## src/rtl/cpack_ts_pkg.sv

```systemverilog
// Shared types and sizing helpers for util_cpack_ts_stream.
// Contents:
//   cpack_state_e - packer state (IDLE latches K, RUN packs, ERR waits for resync)
//   LEVEL_W/CNT_W - widths for the default 4-channel build
//   level_w/cnt_w - the same widths for any channel count
package cpack_ts_pkg;

  typedef enum logic [1:0] {
    IDLE = 2'd0,
    RUN  = 2'd1,
    ERR  = 2'd2
  } cpack_state_e;

  localparam int NUM_OF_CHANNELS_DFLT = 4;
  localparam int LEVEL_W = $clog2(2 * NUM_OF_CHANNELS_DFLT);
  localparam int CNT_W   = $clog2(NUM_OF_CHANNELS_DFLT + 1);

  // A 1-channel build still needs a 1-bit level.
  function automatic int level_w(input int n);
    return (n < 2) ? 1 : $clog2(2 * n);
  endfunction

  function automatic int cnt_w(input int n);
    return $clog2(n + 1);
  endfunction

endpackage

```

## src/rtl/util_cpack_ts_stream_if.sv

```systemverilog
// Output beat stream of the timestamp packer.
// Signals:
//   data_out_valid/data_out_ready - beat handshake
//   data_out      - NUM_OF_CHANNELS words, word 0 in LSBs
//   data_out_sync - word 0 is a channel-0 sample
//   timestamp_out - timestamp of the input cycle that supplied word 0
// Modports: master = packer (beat source), slave = downstream sink.
interface util_cpack_ts_stream_if #(
  parameter int NUM_OF_CHANNELS = 4,
  parameter int CHANNEL_WIDTH   = 16,
  parameter int TIMESTAMP_WIDTH = 64
);
  logic                                       data_out_valid;
  logic                                       data_out_ready;
  logic                                       data_out_sync;
  logic [NUM_OF_CHANNELS*CHANNEL_WIDTH-1:0]   data_out;
  logic [TIMESTAMP_WIDTH-1:0]                 timestamp_out;

  modport master (
    output data_out_valid, data_out_sync, data_out, timestamp_out,
    input  data_out_ready
  );

  modport slave (
    input  data_out_valid, data_out_sync, data_out, timestamp_out,
    output data_out_ready
  );
endinterface

```

## src/rtl/cpack_ts_out_reg.sv

```systemverilog
// One-beat valid/ready holding register with drop-on-full.
// Ports:
//   clk, resetn          - clock, async active-low reset
//   in_valid/in_*        - completed beat offered this cycle (no backpressure)
//   out_ready/out_*      - registered beat towards downstream
//   overflow             - sticky: a beat arrived while full and not drained
// A beat arriving while the register is full and not being accepted is
// dropped; the held beat stays untouched so downstream sees stable data.
module cpack_ts_out_reg #(
  parameter int DATA_W = 64,
  parameter int TS_W   = 64
) (
  input  logic              clk,
  input  logic              resetn,
  input  logic              in_valid,
  input  logic              in_sync,
  input  logic [DATA_W-1:0] in_data,
  input  logic [TS_W-1:0]   in_ts,
  input  logic              out_ready,
  output logic              out_valid,
  output logic              out_sync,
  output logic [DATA_W-1:0] out_data,
  output logic [TS_W-1:0]   out_ts,
  output logic              overflow
);

  logic load;
  assign load = in_valid && (!out_valid || out_ready);

  always_ff @(posedge clk or negedge resetn) begin
    if (!resetn) begin
      out_valid <= 1'b0;
      out_sync  <= 1'b0;
      out_data  <= '0;
      out_ts    <= '0;
      overflow  <= 1'b0;
    end else begin
      if (load) begin
        out_valid <= 1'b1;
        out_sync  <= in_sync;
        out_data  <= in_data;
        out_ts    <= in_ts;
      end else if (out_ready) begin
        out_valid <= 1'b0;
      end
      if (in_valid && out_valid && !out_ready)
        overflow <= 1'b1;
    end
  end

endmodule

```

## src/rtl/util_cpack_ts_stream.sv

```systemverilog
// Timestamped channel packer: packs K enabled channels per input cycle into
// NUM_OF_CHANNELS-word beats; each beat carries the timestamp of the input
// cycle that supplied its word 0.
// Ports:
//   clk, resetn          - clock, async active-low reset
//   enabled_chan_count   - K, latched in IDLE only
//   resync               - drop partial beat, go back to IDLE to re-latch K
//   en/data_in/timestamp_in - input sample cycle
//   flush                - (CPACK_TS_FLUSH_EN only) emit partial beat zero-filled
//   overflow             - sticky dropped-beat flag
//   config_err           - latched K was 0 or above NUM_OF_CHANNELS
//   beat                 - output beat stream (master modport)
// Build option: define CPACK_TS_FLUSH_EN to add the flush port.
module util_cpack_ts_stream
  import cpack_ts_pkg::*;
#(
  parameter int NUM_OF_CHANNELS = 4,
  parameter int CHANNEL_WIDTH   = 16,
  parameter int TIMESTAMP_WIDTH = 64
) (
  input  logic                                     clk,
  input  logic                                     resetn,
  input  logic [$clog2(NUM_OF_CHANNELS+1)-1:0]     enabled_chan_count,
  input  logic                                     resync,
  input  logic                                     en,
  input  logic [NUM_OF_CHANNELS*CHANNEL_WIDTH-1:0] data_in,
  input  logic [TIMESTAMP_WIDTH-1:0]               timestamp_in,
`ifdef CPACK_TS_FLUSH_EN
  input  logic                                     flush,
`endif
  output logic                                     overflow,
  output logic                                     config_err,
  util_cpack_ts_stream_if.master                   beat
);

  localparam int N  = NUM_OF_CHANNELS;
  localparam int W  = CHANNEL_WIDTH;
  localparam int AW = 2 * N * W;
  // Package constants cover the default build; other sizes use the helpers.
  localparam int LW = (N == NUM_OF_CHANNELS_DFLT) ? LEVEL_W : level_w(N);
  localparam int CW = (N == NUM_OF_CHANNELS_DFLT) ? CNT_W   : cnt_w(N);

  cpack_state_e               state;
  logic [CW-1:0]              k_q;
  logic [LW-1:0]              level;
  logic [AW-1:0]              acc;       // 2N words, word 0 in LSBs
  logic [TIMESTAMP_WIDTH-1:0] pend_ts;
  logic                       pend_sync;

  logic                       take;
  logic [AW-1:0]              kmask, acc_wr, acc_a;
  int                         sh;
  logic [LW:0]                total;
  logic [LW-1:0]              rem, lvl_a, level_nxt;
  logic [TIMESTAMP_WIDTH-1:0] ts_now, ts_a;
  logic                       sync_now, sync_a;
  logic                       beat_done;

  logic                       beat_vld, beat_sync;
  logic [N*W-1:0]             beat_data;
  logic [TIMESTAMP_WIDTH-1:0] beat_ts;

  // resync beats a simultaneous en.
  assign take = (state == RUN) && en && !resync;

  // Append K words at the current level, then split off a full beat if the
  // accumulator reached N words. Leftover words are the tail of this cycle's
  // samples, so their beat starts mid-frame (sync=0) with this timestamp.
  always_comb begin
    kmask = '0;
    for (int j = 0; j < N; j++)
      if (CW'(j) < k_q) kmask[j*W +: W] = {W{1'b1}};
    sh       = int'(level) * W;
    acc_wr   = acc;
    total    = {1'b0, level};
    ts_now   = pend_ts;
    sync_now = pend_sync;
    if (take) begin
      acc_wr = (acc & ~(kmask << sh)) | (({{(N*W){1'b0}}, data_in} & kmask) << sh);
      total  = {1'b0, level} + (LW+1)'(k_q);
      if (level == '0) begin
        ts_now   = timestamp_in;
        sync_now = 1'b1;
      end
    end
    beat_done = take && (total >= (LW+1)'(N));
    rem       = LW'(total - (LW+1)'(N));
    if (beat_done) begin
      acc_a  = acc_wr >> (N * W);
      lvl_a  = rem;
      ts_a   = timestamp_in;
      sync_a = 1'b0;
    end else begin
      acc_a  = acc_wr;
      lvl_a  = total[LW-1:0];
      ts_a   = ts_now;
      sync_a = sync_now;
    end
  end

`ifdef CPACK_TS_FLUSH_EN
  // Only one beat can leave per cycle: if en completes a beat and leaves a
  // remainder in the same cycle as a flush, the flush is held over and
  // applied on the next cycle that does not complete a beat.
  logic           flush_q, flush_req, flush_go;
  logic [N*W-1:0] lowmask;

  assign flush_req = (state == RUN) && !resync && (flush || flush_q);
  assign flush_go  = flush_req && !beat_done && (lvl_a != '0);
  assign lowmask   = ~({(N*W){1'b1}} << (int'(lvl_a) * W));
  assign beat_vld  = beat_done || flush_go;
  assign beat_data = flush_go ? (acc_a[N*W-1:0] & lowmask) : acc_wr[N*W-1:0];
  assign beat_ts   = flush_go ? ts_a   : ts_now;
  assign beat_sync = flush_go ? sync_a : sync_now;
  assign level_nxt = flush_go ? '0     : lvl_a;

  always_ff @(posedge clk or negedge resetn) begin
    if (!resetn) flush_q <= 1'b0;
    else         flush_q <= flush_req && beat_done && (lvl_a != '0);
  end
`else
  assign beat_vld  = beat_done;
  assign beat_data = acc_wr[N*W-1:0];
  assign beat_ts   = ts_now;
  assign beat_sync = sync_now;
  assign level_nxt = lvl_a;
`endif

  always_ff @(posedge clk or negedge resetn) begin
    if (!resetn) begin
      state      <= IDLE;
      k_q        <= '0;
      level      <= '0;
      acc        <= '0;
      pend_ts    <= '0;
      pend_sync  <= 1'b0;
      config_err <= 1'b0;
    end else begin
      case (state)
        IDLE: begin
          k_q <= enabled_chan_count;
          if (enabled_chan_count != '0 && enabled_chan_count <= CW'(N)) begin
            state      <= RUN;
            config_err <= 1'b0;
          end else begin
            state      <= ERR;
            config_err <= 1'b1;
          end
        end
        RUN: begin
          if (resync) begin
            level <= '0;
            state <= IDLE;
          end else begin
            level     <= level_nxt;
            acc       <= acc_a;
            pend_ts   <= ts_a;
            pend_sync <= sync_a;
          end
        end
        ERR:     if (resync) state <= IDLE;
        default: state <= IDLE;
      endcase
    end
  end

  cpack_ts_out_reg #(
    .DATA_W (N * W),
    .TS_W   (TIMESTAMP_WIDTH)
  ) u_out (
    .clk       (clk),
    .resetn    (resetn),
    .in_valid  (beat_vld),
    .in_sync   (beat_sync),
    .in_data   (beat_data),
    .in_ts     (beat_ts),
    .out_ready (beat.data_out_ready),
    .out_valid (beat.data_out_valid),
    .out_sync  (beat.data_out_sync),
    .out_data  (beat.data_out),
    .out_ts    (beat.timestamp_out),
    .overflow  (overflow)
  );

endmodule

```

## src/flat_wrapper.sv

```systemverilog
// flat-port wrapper written by rule: the top's interface ports become plain ports
module util_cpack_ts_stream_flat import cpack_ts_pkg::*;
#(
  parameter int NUM_OF_CHANNELS = 4,
  parameter int CHANNEL_WIDTH   = 16,
  parameter int TIMESTAMP_WIDTH = 64
)
  (clk, resetn, enabled_chan_count, resync, en, data_in, timestamp_in, overflow, config_err, beat_data_out_valid, beat_data_out_sync, beat_data_out, beat_timestamp_out, beat_data_out_ready);
  util_cpack_ts_stream_if #(.NUM_OF_CHANNELS(NUM_OF_CHANNELS), .CHANNEL_WIDTH(CHANNEL_WIDTH), .TIMESTAMP_WIDTH(TIMESTAMP_WIDTH)) beat_i ();
  input  logic clk;
  input  logic resetn;
  input  logic [$clog2(NUM_OF_CHANNELS+1)-1:0] enabled_chan_count;
  input  logic resync;
  input  logic en;
  input  logic [NUM_OF_CHANNELS*CHANNEL_WIDTH-1:0] data_in;
  input  logic [TIMESTAMP_WIDTH-1:0] timestamp_in;
  output logic overflow;
  output logic config_err;
  output wire logic [$bits(beat_i.data_out_valid)-1:0] beat_data_out_valid;
  output wire logic [$bits(beat_i.data_out_sync)-1:0] beat_data_out_sync;
  output wire logic [$bits(beat_i.data_out)-1:0] beat_data_out;
  output wire logic [$bits(beat_i.timestamp_out)-1:0] beat_timestamp_out;
  input wire logic [$bits(beat_i.data_out_ready)-1:0] beat_data_out_ready;
  assign beat_data_out_valid = beat_i.data_out_valid;
  assign beat_data_out_sync = beat_i.data_out_sync;
  assign beat_data_out = beat_i.data_out;
  assign beat_timestamp_out = beat_i.timestamp_out;
  assign beat_i.data_out_ready = beat_data_out_ready;
  util_cpack_ts_stream #(.NUM_OF_CHANNELS(NUM_OF_CHANNELS), .CHANNEL_WIDTH(CHANNEL_WIDTH), .TIMESTAMP_WIDTH(TIMESTAMP_WIDTH)) u_core (.clk(clk), .resetn(resetn), .enabled_chan_count(enabled_chan_count), .resync(resync), .en(en), .data_in(data_in), .timestamp_in(timestamp_in), .overflow(overflow), .config_err(config_err), .beat(beat_i));
endmodule
```

## config.mk

```make
export PLATFORM = sky130hd
export DESIGN_NAME = util_cpack_ts_stream_flat
export DESIGN_NICKNAME = d
export VERILOG_FILES = /design/src/rtl/cpack_ts_pkg.sv /design/src/rtl/util_cpack_ts_stream_if.sv /design/src/rtl/cpack_ts_out_reg.sv /design/src/rtl/util_cpack_ts_stream.sv /design/src/flat_wrapper.sv
export SDC_FILE = /design/constraint.sdc
export NUM_CORES = 1
export LEC_CHECK = 0
export CAP_MARGIN = 30
export CORE_ASPECT_RATIO = 0.7
export CORE_MARGIN = 2
export CORE_UTILIZATION = 26
export DETAILED_ROUTE_END_ITERATION = 8
export PLACE_DENSITY = 0.47
export RECOVER_POWER = 50
export REMOVE_ABC_BUFFERS = 1
export SLEW_MARGIN = 30
export SYNTH_ARGS = -nofsm -noshare
export SYNTH_HDL_FRONTEND = slang
export SYNTH_SLANG_ARGS = --single-unit
```

## constraint.sdc

```tcl
create_clock -name clk -period 3.5 [get_ports clk]
set_input_delay 0.7 -clock clk [delete_from_list [all_inputs] [get_ports clk]]
set_output_delay 0.7 -clock clk [all_outputs]
set_load 0.01 [all_outputs]
```

==> impl_metrics.tcl, run 1 <==
set metrics [dict create \
    outcome "complete, but fails checks" \
    violations "max-capacitance violations, max-slew violations" \
    grt_pass1_wl_um 84200 \
    synthArstFlopShare_pct 100 \
    vias_per_cell 5.09 \
    drtAntennaViolNets 0 \
    crit_path_start_kind "flip-flop" \
    place_ws_ns 0.160 \
    wl_um 55800 \
    synth_flop_cell "dfrtp_1" \
    grt_pass1_vias 13300 \
    top_layer_used "met5" \
    setup_viol_count_final 0 \
    antenna_found_initial 17 \
    synth_cell_types 72 \
    vias 13200 \
    multi_input_comb_area_um2 6820 \
    fmax_ghz 0.335 \
    layout.cells.most_common_list "dfrtp_1 (331), clkdlybuf4s50_1 (206), nor2_1 (184)" \
    cts.sinks 333 \
    hold_viol_final 0 \
    numPortBuffers 267 \
    drv_slew 67 \
    wl_per_cell_um 21.5 \
    num_rows 75 \
    max-vdd-ir-drop_mv 0.347 \
    finalPower_uw 19000 \
    clockBufferDepth 3 \
    cts_tree "yes" \
    grt_start_max_net_pins 77 \
    synth_seq_cells 333 \
    met1Wirelength_um 25500 \
    post-dp-hpwl_um 39000 \
    maxCapViolCount 1 \
    crit_type "reg -> reg" \
    core_area_um2 60300 \
    drc 0 \
    seq_area_um2 8340 \
    gp_congestion 0.826 \
    path_max_fanout 35 \
    hold_class "reg -> reg" \
    clk_pin_slew_worst_paths_ns 0.06 \
    htree_levels 2 \
    layout_min_cycle_time_ns 2.98 \
    cp.required_ns 3.90 \
    met2_wirelength_um 24600 \
    cp-end-kind "flip-flop" \
    drive_above_1_share_pct 11.8 \
    syn_avg_cell_area_um2 10.6 \
    worst_pin_slew_ns 1.93 \
    clock_latency_ns 0.57 \
    numCtsBuffers 38 \
    die_w_um 300 \
    worst_clock_skew_ns 0.0248 \
    cts_hold_buffers 0 \
    synth_edf_count 0 \
    max_slew_margin_pct -28.5 \
    ys_seq_area_share_pct 52.2 \
    rsz0062_at_grt "false" \
    cp.arrival_ns 3.39 \
    postCtsSetupBuffers 0 \
    drt-pass1-iter-count 7 \
    tns_ns 0 \
    final_common_cell "dfrtp_1" \
    initial_core_util_pct 26.5 \
    overflow 0 \
    synthesis.area_um2 16000 \
    drt_iter0_drc 1008 \
    ys_warn_count 0 \
    die_area_um2 63400 \
    area_delta_synth_final_pct 30.3 \
    p_leak_uw 0.00888 \
    die_h_um 211 \
    fillers 6049 \
    final.setup.worst_slack_ns 0.516 \
    r2r_slack_ns 0.52 \
    boundaryPins 268 \
    grt_usage_pct 17.4 \
    period_share_pct 85.3 \
    power_density_nw_per_um2 915 \
    synth_cells 1513 \
    cts_root_buffer "clkbuf_16" \
    met3WireLength_um 4600 \
    final_nets 1895 \
    post_cts_resized 0 \
]
-- routing by layer --
metal	GRT usage, %	vias to the layer above
li1	-	6024
met1	24.2	6658
met2	25.7	410
met3	5.71	82
met4	4.62	22
met5	0	-
-- metrics by stage --
| step | instance area [um^2] | hold WS [ns] | std cells | utilization [%] |
|---|---|---|---|---|
| after floorplan | 15200 | 0.404 | 1382 | - |
| after global placement | 19600 | 0.467 | 2521 | 32.4 |
| after detailed placement | 19600 | 0.461 | 2521 | 32.4 |
| after CTS | 20800 | 0.112 | 2586 | 34.5 |
| after global routing | 20800 | 0.501 | 2590 | 34.5 |
| final | 20800 | 0.480 | 2591 | 34.5 |
-- registers in the layout (all words and copies together), names as in the netlist --
name                    count
u_core.pend_sync            1
u_core.config_err           1
u_core.u_out.out_valid      1
u_core.k_q                  3
u_core.u_out.out_sync       1
u_core.state                2
u_core.u_out.overflow       1
u_core.acc                128
u_core.pend_ts             64
u_core.u_out.out_data      64
u_core.u_out.out_ts        64
u_core.level                3
-- report_power, final --
group	internal, uW	switching, uW	leakage [uW]
Clock	2440	1710	0.000625
Combinational	3720	4410	0.00410
Sequential	5740	1020	0.00415
-- cell type report --
class,count,share of cell area [%]
antenna,5,0.0601
clock buffer,52,5.31
clock inverter,13,0.806
inverter,21,0.379
multi-input combinational,1028,32.8
sequential,333,40.1
tap,808,4.86
timing repair buffer,331,15.7
-- Yosys cell counts (3+ instances only) --
master,n,share of area [%]
dfrtp_1,333,52
nor2_1,185,4.3
nand2_1,183,4.3
a21oi_1,86,2.7
mux2i_1,78,4.9
a31oi_1,66,2.6
buf_2,56,1.8
mux2_2,40,2.8
a22oi_1,34,1.6
o21ai_0,34,1.1
buf_4,32,1.5
o2bb2ai_1,31,1.7
mux2_1,27,1.9
clkbuf_1,25,0.59
inv_1,19,0.45
nand3_1,19,0.60
o21a_1,19,0.89
o22ai_1,19,0.74
a2bb2oi_1,18,0.99
nand2b_1,18,0.71
a221oi_2,17,1.6
o2111ai_1,17,0.93
a222oi_1,16,1.0
a32o_1,16,1.0
o211ai_1,16,0.75
o221ai_1,16,0.88
a221oi_1,12,0.66
buf_6,10,0.71
buf_1,7,0.16
a21o_1,5,0.24
ha_1,5,0.39
nand4_1,3,0.12
nor2b_1,3,0.12
o211ai_2,3,0.24
-- path summary, 6_finish.rpt --
check | from | end | depth (start not counted)
worst max-delay path | u_core.level[1] | u_core.acc[47] | 7
worst min-delay path | u_core.u_out.overflow | u_core.u_out.overflow | 1
worst max register to register | u_core.level[1] | u_core.acc[47] | 7
worst min register to register | u_core.u_out.overflow | u_core.u_out.overflow | 1
max in group asynchronous | resetn | u_core.pend_ts[54] | 2
min in group asynchronous | resetn | u_core.u_out.out_data[26] | 1
-- worst max-delay path: stages, from the launching register on --
cell and delay (ns):
dfrtp_2 0.62, buf_4 0.50, inv_2 0.37, buf_4 0.31, o2111ai_1 0.10, a21boi_0 0.35
a2bb2oi_1 0.41, a22oi_1 0.15
-- cell families (layout without fill, tap and decap cells) --
family	Yosys count	after routing	share of synthesized area [%]
XOR/XNOR	3	3	0.165
AND/OR/NAND/NOR	436	436	11.9
other	0	5	0
flip-flops	333	333	52.2
adder cells (fa/ha/maj)	7	7	0.588
multiplexers	145	145	9.62
AO/OA/AOI/OAI	437	437	20.3
buffers and inverters	152	417	5.24
Power figures use the tool's default switching activity.
==> inputs of run 2 (changes only) <==
--- a/config.mk
+++ b/config.mk
@@ -8,10 +8,10 @@
 export CAP_MARGIN = 30
 export CORE_ASPECT_RATIO = 0.7
 export CORE_MARGIN = 2
-export CORE_UTILIZATION = 26
+export CORE_UTILIZATION = 54
 export DETAILED_ROUTE_END_ITERATION = 8
-export PLACE_DENSITY = 0.47
-export RECOVER_POWER = 50
+export PLACE_DENSITY = 0.83
+export RECOVER_POWER = 100
 export REMOVE_ABC_BUFFERS = 1
 export SLEW_MARGIN = 30
 export SYNTH_ARGS = -nofsm -noshare
==> run 2 against run 1 <==
The run still ends with max-capacitance violations, max-slew violations left. Clock power is 12% lower. Cell count is 18% lower. Routed wire length is 17% lower. Clock skew is 0.0051 ns lower. First-iteration DRC count is 42% higher. Utilization is 34 points higher. Cell area is 4.8% lower.
==> impl_metrics.tcl, run 2 (same netlist as run 1, synthesis figures left out) <==
set metrics [dict create \
    post_cts_resized 0 \
    power.switching_fraction_pct 37.6 \
    layout_min_cycle_time_ns 3.20 \
    vias_per_cell 6.30 \
    power_density_nw_per_um2 918 \
    postCtsSetupBuffers 0 \
    clk_pin_slew_worst_paths_ns 0.06 \
    area_delta_synth_final_pct 24.1 \
    numPortBuffers 267 \
    crit_chain "ha_1, fa_1, or3_1, o211ai_4, clkbuf_4, a31oi_1, a22oi_1" \
    drv_slew 106 \
    multi_input_comb_area_um2 6790 \
    initial_core_util_pct 55.0 \
    fillers 2159 \
    fin_util_pct 68.3 \
    drt-pass1-iter-count 8 \
    p_comb_share_pct 42.8 \
    wl_per_cell_um 21.7 \
    cp-end-kind "flip-flop" \
    grt_pass1_vias 13200 \
    seq_area_um2 8340 \
    cp.arrival_ns 3.62 \
    regMostFlops "u_core.acc" \
    cts_root_buffer "clkbuf_16" \
    p_int_uw 11300 \
    grt_usage_pct 30.2 \
    cp.required_ns 3.91 \
    layout.cells.most_common_list "dfrtp_1 (332), nor2_1 (185), nand2_1 (183)" \
    wl_um 46300 \
    rsz0062_at_grt "false" \
    drc 0 \
    gp_congestion 0.936 \
    post_dp_cell_area_um2 18800 \
    boundaryPins 268 \
    drtAntennaViolNets 0 \
    core_area_um2 29000 \
    max-vdd-ir-drop_mv 0.575 \
    die_w_um 210 \
    fmax_ghz 0.312 \
    grt_pass1_wl_um 73900 \
    diodes 0 \
    drt_iter0_drc 1427 \
    cts_tree "yes" \
    violations "max-capacitance violations, max-slew violations" \
    setup_viol_count_final 0 \
    grt_start_max_net_pins 109 \
    overflow 0 \
    antenna_found_initial 0 \
    num_rows 52 \
    cts.sinks 333 \
    worst_clock_skew_ns 0.0196 \
    r2r_slack_ns 0.30 \
    final_area_um2 19800 \
    final_common_cell "dfrtp_1" \
    largest_reg_flops 128 \
    critPathMaxStageDelay_ns 0.88 \
    pwr-share-seq_pct 37.1 \
    p_sw_uw 6830 \
    cts_hold_buffers 0 \
    p_leak_uw 0.00869 \
    hold_class "reg -> reg" \
    cp.buffers_inverters 1 \
    clock_latency_ns 0.52 \
    post-dp-hpwl_um 31600 \
    crit_type "reg -> reg" \
    clockBufferDepth 3 \
    path_max_fanout 50 \
    maxCapViolCount 1 \
    vias 13400 \
    cpMaxStageDelayCell "clkbuf_4" \
    period_share_pct 91.5 \
    die_h_um 148 \
    numCtsBuffers 34 \
    drive_above_1_share_pct 9.78 \
    htree_levels 2 \
    path_delay_family "buffers and inverters" \
    clkPwrFrac_pct 20.2 \
    max_slew_margin_pct -95.6 \
    outcome "complete, but fails checks" \
    hold_viol_final 0 \
    die_area_um2 31000 \
    crit_path_start_kind "flip-flop" \
    worst_pin_slew_ns 2.93 \
    final_nets 1871 \
]
-- run 2: layout make-up --
| cell class | count | share of cell area (%) |
|---|---|---|
| sequential | 333 | 42.1 |
| multi-input combinational | 1028 | 34.3 |
| timing repair buffer | 311 | 15.3 |
| clock buffer | 49 | 5.09 |
| tap | 378 | 2.39 |
| clock inverter | 7 | 0.499 |
| inverter | 21 | 0.398 |
-- run 2: path summary, 6_finish.rpt --
| check | start | to | depth (start not counted) |
|---|---|---|---|
| worst max-delay path | u_core.level[0] | u_core.acc[33] | 7 |
| worst min-delay path | u_core.config_err | u_core.config_err | 1 |
| worst max register to register | u_core.level[0] | u_core.acc[33] | 7 |
| worst min register to register | u_core.config_err | u_core.config_err | 1 |
| max in group asynchronous | resetn | u_core.acc[17] | 1 |
| min in group asynchronous | resetn | u_core.u_out.out_ts[20] | 1 |
-- run 2: worst reg2reg max path, stage by stage, from the launching register on --
cell	delay (ns)
dfrtp_4	0.47
ha_1	0.23
fa_1	0.43
or3_1	0.48
o211ai_4	0.22
clkbuf_4	0.88
a31oi_1	0.14
a22oi_1	0.25
-- run 2: per-layer routing --
| metal | vias up | wire [um] | track usage, % |
|---|---|---|---|
| met4 | 0 | 1520 | 10.9 |
| met5 | - | 0 | 0 |
| met2 | 715 | 20600 | 44.7 |
| met3 | 117 | 4490 | 7.22 |
| met1 | 6614 | 19600 | 43.6 |
| li1 | 5949 | - | - |
-- run 2: power by group through the flow --
stage | clock network [uW] | registers, uW | logic, uW
global placement | 0 | 6700 | 7730
global route | 3870 | 6970 | 8480
finish | 3660 | 6740 | 7770
CTS | 3720 | 6760 | 8070
detailed placement | 0 | 6790 | 8000
floorplan | 0 | 7220 | 4040
-- run 2: stage by stage --
| stage | worst slack, ns | instances | TNS [ns] | total power (uW) | hold WS, ns |
|---|---|---|---|---|---|
| 2_1_floorplan | -3.17 | 1382 | -743.67 | 11300 | 0.404 |
| 3_3_place_gp | 0.337 | 2071 | 0 | 14400 | 0.460 |
| 3_5_place_dp | 0.395 | 2071 | 0 | 14800 | 0.470 |
| 4_1_cts | 0.536 | 2127 | 0 | 18600 | 0.288 |
| 5_1_grt | 0.182 | 2127 | 0 | 19300 | 0.507 |
| 6_report | 0.297 | 2127 | 0 | 18200 | 0.472 |
